File: config.mk
export PLATFORM = sky130hd
export DESIGN_NAME = display_scheduler_flat
export DESIGN_NICKNAME = d
export VERILOG_FILES = /design/src/rtl/display_pkg.sv /design/src/rtl/display_scheduler_if.sv /design/src/rtl/bcd_serial_converter.sv /design/src/rtl/display_scheduler.sv /design/src/flat_wrapper.sv
export SDC_FILE = /design/constraint.sdc
export NUM_CORES = 1
export LEC_CHECK = 0
export ABC_AREA = 1
export CORE_ASPECT_RATIO = 0.5
export CORE_MARGIN = 4
export CORE_UTILIZATION = 49
export CTS_CLUSTER_SIZE = 30
export DETAILED_ROUTE_END_ITERATION = 8
export GPL_TIMING_DRIVEN = 0
export PLACE_DENSITY = 0.77
export SETUP_SLACK_MARGIN = 0.2
export SLEW_MARGIN = 25
export SYNTH_ARGS = -nofsm -noshare
export SYNTH_HDL_FRONTEND = slang
export SYNTH_HIERARCHICAL = 1
export SYNTH_SLANG_ARGS = --single-unit
export TNS_END_PERCENT = 20
File: constraint.sdc
create_clock -name clk -period 2.4 [get_ports clk]
set_input_delay 0.48 -clock clk [delete_from_list [all_inputs] [get_ports clk]]
set_output_delay 0.48 -clock clk [all_outputs]
set_load 0.01 [all_outputs]
File: src/rtl/display_pkg.sv
// Shared constants, state encoding and sign helper for the display scheduler
// and its serial binary-to-BCD converter.
package display_pkg;

    localparam int NUM_DIGITS  = 7;
    localparam int BCD_W       = 4;
    localparam int CONV_DIGITS = 10;
    localparam int DIG_W       = NUM_DIGITS * BCD_W;
    localparam int CONV_W      = CONV_DIGITS * BCD_W;

    localparam logic [DIG_W-1:0] SAT_DIGITS = 28'h9999999;

    typedef enum logic [1:0] {
        ST_IDLE,
        ST_LOAD,
        ST_SHIFT,
        ST_UPDATE
    } state_e;

    // Two's-complement magnitude; 0x80000000 maps to 2147483648 as unsigned.
    function automatic logic [31:0] abs32(input logic [31:0] x);
        return x[31] ? (~x + 32'd1) : x;
    endfunction

endpackage

File: src/rtl/display_scheduler_if.sv
// Source-request / display-output bundle between the datapath and the scheduler.
interface display_scheduler_if #(
    parameter int N_SRC = 4
) ();
    import display_pkg::*;

    localparam int SEL_W = $clog2(N_SRC);

    logic [N_SRC*32-1:0] src_data;
    logic [N_SRC-1:0]    src_req;
    logic                hold;
    logic [DIG_W-1:0]    digits;
    logic                neg;
    logic                ovf;
    logic [SEL_W-1:0]    sel;
    logic                valid;
    logic                busy;

    modport master (
        output src_data, src_req, hold,
        input  digits, neg, ovf, sel, valid, busy
    );

    modport slave (
        input  src_data, src_req, hold,
        output digits, neg, ovf, sel, valid, busy
    );

endinterface

File: src/rtl/bcd_serial_converter.sv
// Serial double-dabble: captures a 32-bit magnitude on start and produces
// 10 BCD digits after 32 add-3/shift steps.
module bcd_serial_converter
    import display_pkg::*;
(
    input  logic              clk,
    input  logic              reset,
    input  logic              start,
    input  logic [31:0]       mag,
    output logic              done,
    output logic [CONV_W-1:0] bcd
);

    logic [CONV_W-1:0] bcd_q, bcd_d;
    logic [CONV_W-1:0] adj;
    logic [31:0]       mag_q, mag_d;
    logic [4:0]        cnt_q, cnt_d;
    logic              run_q, run_d;

    always_comb begin
        adj = bcd_q;
        for (int k = 0; k < CONV_DIGITS; k++) begin
            if (bcd_q[k*BCD_W +: BCD_W] >= 4'd5) begin
                adj[k*BCD_W +: BCD_W] = bcd_q[k*BCD_W +: BCD_W] + 4'd3;
            end
        end
    end

    always_comb begin
        bcd_d = bcd_q;
        mag_d = mag_q;
        cnt_d = cnt_q;
        run_d = run_q;
        if (start) begin
            bcd_d = '0;
            mag_d = mag;
            cnt_d = '0;
            run_d = 1'b1;
        end else if (run_q) begin
            bcd_d = {adj[CONV_W-2:0], mag_q[31]};
            mag_d = {mag_q[30:0], 1'b0};
            cnt_d = cnt_q + 5'd1;
            if (cnt_q == 5'd31) begin
                run_d = 1'b0;
            end
        end
    end

    always_ff @(posedge clk or posedge reset) begin
        if (reset) begin
            bcd_q <= '0;
            mag_q <= '0;
            cnt_q <= '0;
            run_q <= 1'b0;
        end else begin
            bcd_q <= bcd_d;
            mag_q <= mag_d;
            cnt_q <= cnt_d;
            run_q <= run_d;
        end
    end

    // High during the final shift so the caller can leave SHIFT on that edge.
    assign done = run_q && (cnt_q == 5'd31);
    assign bcd  = bcd_q;

endmodule

File: src/rtl/display_scheduler.sv
// Round-robin time-sharing of the 7-digit display between N_SRC 32-bit sources,
// with dwell timing, sign-magnitude BCD conversion and registered outputs.
module display_scheduler
    import display_pkg::*;
#(
    parameter int N_SRC = 4,
    parameter int DWELL = 50_000_000
) (
    input  logic              clk,
    input  logic              reset,
    display_scheduler_if.slave bus
);

    localparam int SEL_W = $clog2(N_SRC);
    localparam int CNT_W = $clog2(DWELL);

    state_e            state_q, state_d;
    logic [SEL_W-1:0]  nxt_sel_q, nxt_sel_d;
    logic [SEL_W-1:0]  conv_src_q, conv_src_d;
    logic [SEL_W-1:0]  sel_q, sel_d;
    logic [CNT_W-1:0]  dwell_q, dwell_d;
    logic              adv_q, adv_d;
    logic              neg_c_q, neg_c_d;
    logic [DIG_W-1:0]  digits_q, digits_d;
    logic              neg_q, neg_d;
    logic              ovf_q, ovf_d;
    logic              valid_q, valid_d;
    logic              busy_q, busy_d;

    logic [31:0]       src_word [N_SRC];
    logic [31:0]       cap_word;
    logic              conv_start;
    logic              conv_done;
    logic [CONV_W-1:0] conv_bcd;
    logic [SEL_W-1:0]  cand;
    logic              cand_found;
    logic              adv_req;
    logic              at_boundary;
    logic              wrap;

    for (genvar g = 0; g < N_SRC; g++) begin : g_word
        assign src_word[g] = bus.src_data[g*32 +: 32];
    end

    assign cap_word   = src_word[nxt_sel_q];
    assign conv_start = (state_q == ST_LOAD);

    bcd_serial_converter u_conv (
        .clk   (clk),
        .reset (reset),
        .start (conv_start),
        .mag   (abs32(cap_word)),
        .done  (conv_done),
        .bcd   (conv_bcd)
    );

    // Nearest requester after the current select; smallest offset wins.
    always_comb begin
        cand       = nxt_sel_q;
        cand_found = 1'b0;
        for (int i = N_SRC - 1; i >= 1; i--) begin
            if (bus.src_req[SEL_W'((int'(nxt_sel_q) + i) % N_SRC)]) begin
                cand       = SEL_W'((int'(nxt_sel_q) + i) % N_SRC);
                cand_found = 1'b1;
            end
        end
    end

    assign wrap        = (dwell_q == CNT_W'(DWELL - 1));
    assign at_boundary = (state_q == ST_IDLE) || (state_q == ST_UPDATE);
    assign adv_req     = adv_q || (!bus.src_req[nxt_sel_q] && cand_found);

    always_comb begin
        state_d    = state_q;
        nxt_sel_d  = nxt_sel_q;
        conv_src_d = conv_src_q;
        sel_d      = sel_q;
        dwell_d    = dwell_q;
        adv_d      = adv_q;
        neg_c_d    = neg_c_q;
        digits_d   = digits_q;
        neg_d      = neg_q;
        ovf_d      = ovf_q;
        valid_d    = 1'b0;
        busy_d     = busy_q;

        if (!bus.hold) begin
            dwell_d = wrap ? '0 : dwell_q + CNT_W'(1);
            if (wrap) begin
                adv_d = 1'b1;
            end
            // Advances land only between conversions so sel always names the source shown.
            if (at_boundary && adv_req) begin
                if (cand_found) begin
                    nxt_sel_d = cand;
                end
                adv_d   = 1'b0;
                dwell_d = '0;
            end
        end

        case (state_q)
            ST_IDLE: begin
                if (|bus.src_req) begin
                    state_d = ST_LOAD;
                    busy_d  = 1'b1;
                end
            end
            ST_LOAD: begin
                neg_c_d    = cap_word[31];
                conv_src_d = nxt_sel_q;
                state_d    = ST_SHIFT;
            end
            ST_SHIFT: begin
                if (conv_done) begin
                    state_d = ST_UPDATE;
                    busy_d  = 1'b0;
                end
            end
            ST_UPDATE: begin
                if (|conv_bcd[CONV_W-1:DIG_W]) begin
                    ovf_d    = 1'b1;
                    digits_d = SAT_DIGITS;
                end else begin
                    ovf_d    = 1'b0;
                    digits_d = conv_bcd[DIG_W-1:0];
                end
                neg_d   = neg_c_q && (|conv_bcd);
                sel_d   = conv_src_q;
                valid_d = 1'b1;
                state_d = ST_IDLE;
            end
            default: state_d = ST_IDLE;
        endcase
    end

    always_ff @(posedge clk or posedge reset) begin
        if (reset) begin
            state_q    <= ST_IDLE;
            nxt_sel_q  <= '0;
            conv_src_q <= '0;
            sel_q      <= '0;
            dwell_q    <= '0;
            adv_q      <= 1'b0;
            neg_c_q    <= 1'b0;
            digits_q   <= '0;
            neg_q      <= 1'b0;
            ovf_q      <= 1'b0;
            valid_q    <= 1'b0;
            busy_q     <= 1'b0;
        end else begin
            state_q    <= state_d;
            nxt_sel_q  <= nxt_sel_d;
            conv_src_q <= conv_src_d;
            sel_q      <= sel_d;
            dwell_q    <= dwell_d;
            adv_q      <= adv_d;
            neg_c_q    <= neg_c_d;
            digits_q   <= digits_d;
            neg_q      <= neg_d;
            ovf_q      <= ovf_d;
            valid_q    <= valid_d;
            busy_q     <= busy_d;
        end
    end

    assign bus.digits = digits_q;
    assign bus.neg    = neg_q;
    assign bus.ovf    = ovf_q;
    assign bus.sel    = sel_q;
    assign bus.valid  = valid_q;
    assign bus.busy   = busy_q;

endmodule

File: src/flat_wrapper.sv
// flat-port wrapper written by rule: the top's interface ports become plain ports
module display_scheduler_flat import display_pkg::*;
#(
    parameter int N_SRC = 4,
    parameter int DWELL = 50_000_000
)
  (clk, reset, bus_src_data, bus_src_req, bus_hold, bus_digits, bus_neg, bus_ovf, bus_sel, bus_valid, bus_busy);
  display_scheduler_if #(.N_SRC(N_SRC)) bus_i ();
  input  logic clk;
  input  logic reset;
  input wire logic [$bits(bus_i.src_data)-1:0] bus_src_data;
  input wire logic [$bits(bus_i.src_req)-1:0] bus_src_req;
  input wire logic [$bits(bus_i.hold)-1:0] bus_hold;
  output wire logic [$bits(bus_i.digits)-1:0] bus_digits;
  output wire logic [$bits(bus_i.neg)-1:0] bus_neg;
  output wire logic [$bits(bus_i.ovf)-1:0] bus_ovf;
  output wire logic [$bits(bus_i.sel)-1:0] bus_sel;
  output wire logic [$bits(bus_i.valid)-1:0] bus_valid;
  output wire logic [$bits(bus_i.busy)-1:0] bus_busy;
  assign bus_i.src_data = bus_src_data;
  assign bus_i.src_req = bus_src_req;
  assign bus_i.hold = bus_hold;
  assign bus_digits = bus_i.digits;
  assign bus_neg = bus_i.neg;
  assign bus_ovf = bus_i.ovf;
  assign bus_sel = bus_i.sel;
  assign bus_valid = bus_i.valid;
  assign bus_busy = bus_i.busy;
  display_scheduler #(.N_SRC(N_SRC), .DWELL(DWELL)) u_core (.clk(clk), .reset(reset), .bus(bus_i));
endmodule
==> results.ini <==
[detailed_routing]
num_vias = 10800
detail-route-antenna-nets = 0
drt_wl_total_mm = 32.8
wl_per_cell_um = 16.8
via_per_inst = 5.54
drcViolationCount = 0
dr.pass1.iters = 5
drtIter0Drc = 841

[worst_setup_path]
crit_type = flop to flop
ff2ff_setup_slack_ps = 80
cp-start-kind = flop
cp-end-kind = flop
required_ps = 2700
worstPathArrival_ps = 2610
cp_max_fo = 8

[clock_tree]
cts_tree = done
root_buffer = clkbuf_16
htreeDepth = 4
cts_buffers = 17
ctsLongestPathBuffers = 2
cts.clk_slew.worst_paths_ps = 60
worstSkewPairLatency_ps = 430
cts_num_sinks = 146

[sta]
fmax_ghz = 0.432
hold_violations = 0
rsz0062_at_grt = true
finalClockSkew_ps = 12.8
drv_slew = 0
max_slew_margin = 0.536
min_period_over_period = 0.965
finalCriticalPeriod_ps = 2320
fin_tns_setup_ps = 0
worstMarginPinSlew_ps = 690
setup_viol = 0

[placement]
dp_hpwl_mm = 24.6
place.gp.congestion = 0.913
port-buffer-count = 168
placedCellCount = 1893

[synthesis]
synth_commonest_cells = 474 x nand2_1, 202 x inv_1, 156 x nand3_1, 146 x dfrtp_1, 82 x nor2_1
syn_area_um2 = 10100
syn_avg_cell_area_um2 = 6.92
synth_enable_flop_cells = 0
syn_inst = 1456
yosysMostFrequentCell = nand2_1
synthTopCellsByArea = dfrtp_1 36%, nand2_1 18%, nand3_1 7.7%, inv_1 7.5%, ha_1 3.6%
yosysTopAreaCellShare = 0.362
synth_seq_cells = 146
synth_top_area_cell = dfrtp_1
synth_flop_cell = dfrtp_1
ys_warn_count = 6
synth_cell_types = 43
synthArstFlopShare = 1.00
seq_area_frac_synth = 0.362
syn_nets = 1620

[power_and_ir_drop]
p_leak_nw = 6.62
p_per_area_nw_per_um2 = 1310
ir_drop_v = 0.000551

[floorplanning]
start_util = 0.509
num_rows = 36
ios = 169
design.core.area_um2 = 19800
die_y_um = 109
die_w_um = 211
dieArea_um2 = 23100

[global_routing]
grt_antenna_before_repair = 0
track_usage = 0.278
grt_pass1_wl_mm = 51.9
grt_pass1_vias = 10500
grt_overflow = 0
grt_start_max_net_pins = 54

[outcome]
status = finished clean

[finish]
drive_gt1_frac = 0.157
finalNetCount = 1837
syn2layout_area_growth_pct = 35.2
antenna_cells = 0
layoutNonFillerInstCount = 1952

[flow_run]
max-cap-violations = 0

[min_path]
hold_path.class = input pin to asynchronous set/reset pin

-- where the power goes --
group	internal (mW)	switching [mW]
combinational	4.31	6.77
clock	1.66	1.13
sequential	3.32	0.696
-- cell families after synthesis --
group	synth area share
buf+inv	0.116
simple gates	0.353
flops	0.362
xor+xnor	0.0235
fa+ha+maj	0.0360
compound gates	0.109
-- per-layer routing --
layer | up-vias | global-route usage | wire length [um]
met4 | 0 | 0.0601 | 515
met1 | 5164 | 0.364 | 14000
li1 | 5155 | - | -
met2 | 439 | 0.489 | 16100
met5 | - | 0 | 0
met3 | 48 | 0.0493 | 2180
-- registers in the layout (all words and copies together) (netlist names) --
signal and cells:
u_core/bus.sel 2, u_core/dwell_q 26, u_core/u_conv/cnt_q 5, u_core/bus.valid 1, u_core/u_conv/bcd 40, u_core/conv_src_q 2, u_core/bus.busy 1, u_core/adv_q 1
u_core/state_q 2, u_core/u_conv/run_q 1, u_core/bus.ovf 1, u_core/neg_c_q 1, u_core/bus.digits 28, u_core/u_conv/mag_q 32, u_core/bus.neg 1, u_core/nxt_sel_q 2
-- through the flow --
step	cell area [um^2]	setup WS [ps]	hold slack, ps	total power [mW]	utilization
finish	13600	82.9	433	17.9	0.688
global route	13600	-43.5	446	19.1	0.688
detailed placement	12200	-459	470	13.1	0.614
CTS	13000	71.4	433	16.3	0.654
global placement	12100	-1030	468	12.8	0.610
floorplan	10100	208	449	10.2	-
-- worst max-delay path, cell delays in order, from the launching register on --
cell,delay (ps)
dfrtp_1,340
buf_6,170
nor2_4,70
buf_6,130
nand2_2,50
nand4_1,190
buf_4,230
nor2_2,150
nand2_4,100
nor2_4,160
buf_4,130
nand2_1,60
nand2_1,70
nand2_1,50
nand2_1,80
inv_1,50
nand2_1,60
o211ai_1,80
-- layout make-up --
cell class	instances	area (um^2)
clock buffer	19	433
timing repair buffer	197	1970
multi-input combinational	1044	5830
inverter	208	798
tap	266	333
buffer	59	438
sequential	146	3650
clock inverter	13	176
fill	1659	6190
-- repair_timing --
item,CTS,global route
gates resized for setup,35,147
buffers inserted,7,16
hold buffers,0,0
endpoints found under the setup margin,41,71
pin swaps,9,55
cloned,1,3
-- placed cells by master, fill, tap and decap left out, types with 4 or more instances in the layout --
cell | synthesis | routed
o221ai_1 | 8 | 7
buf_2 | 24 | 12
inv_1 | 202 | 195
nand4_1 | 37 | 37
o21bai_1 | 4 | 4
o22ai_1 | 43 | 43
nor2_2 | 26 | 19
clkdlybuf4s50_1 | 0 | 168
ha_1 | 29 | 28
nand2_1 | 474 | 436
nor3_1 | 10 | 9
clkbuf_16 | 0 | 18
inv_2 | 3 | 6
nand3_1 | 156 | 146
nor4_1 | 9 | 9
a22oi_1 | 7 | 5
nand2_4 | 1 | 8
xnor2_1 | 10 | 7
nand2_2 | 5 | 37
a21oi_1 | 23 | 23
buf_6 | 14 | 17
o22ai_2 | 9 | 9
o21ai_0 | 32 | 30
dfrtp_1 | 146 | 146
nand3b_1 | 4 | 4
nor2_1 | 82 | 52
o21ai_1 | 23 | 24
buf_4 | 6 | 34
clkbuf_1 | 14 | 16
nand3_2 | 6 | 13
xor2_1 | 17 | 16
o211ai_1 | 11 | 11
inv_4 | 2 | 5
nor2_4 | 3 | 40
-- final timing paths --
path | start | to | cells past startpoint
max in group asynchronous | reset | u_core/u_conv/bcd[13] | 4
worst min-delay path | reset | u_core/bus.sel[0] | 2
min in group clk | u_core/dwell_q[23] | u_core/dwell_q[23] | 2
worst max register to register | u_core/nxt_sel_q[0] | u_core/u_conv/mag_q[23] | 17
worst max-delay path | u_core/nxt_sel_q[0] | u_core/u_conv/mag_q[23] | 17
worst min register to register | u_core/dwell_q[23] | u_core/dwell_q[23] | 2
No activity file was read; power rests on OpenSTA's default activity.
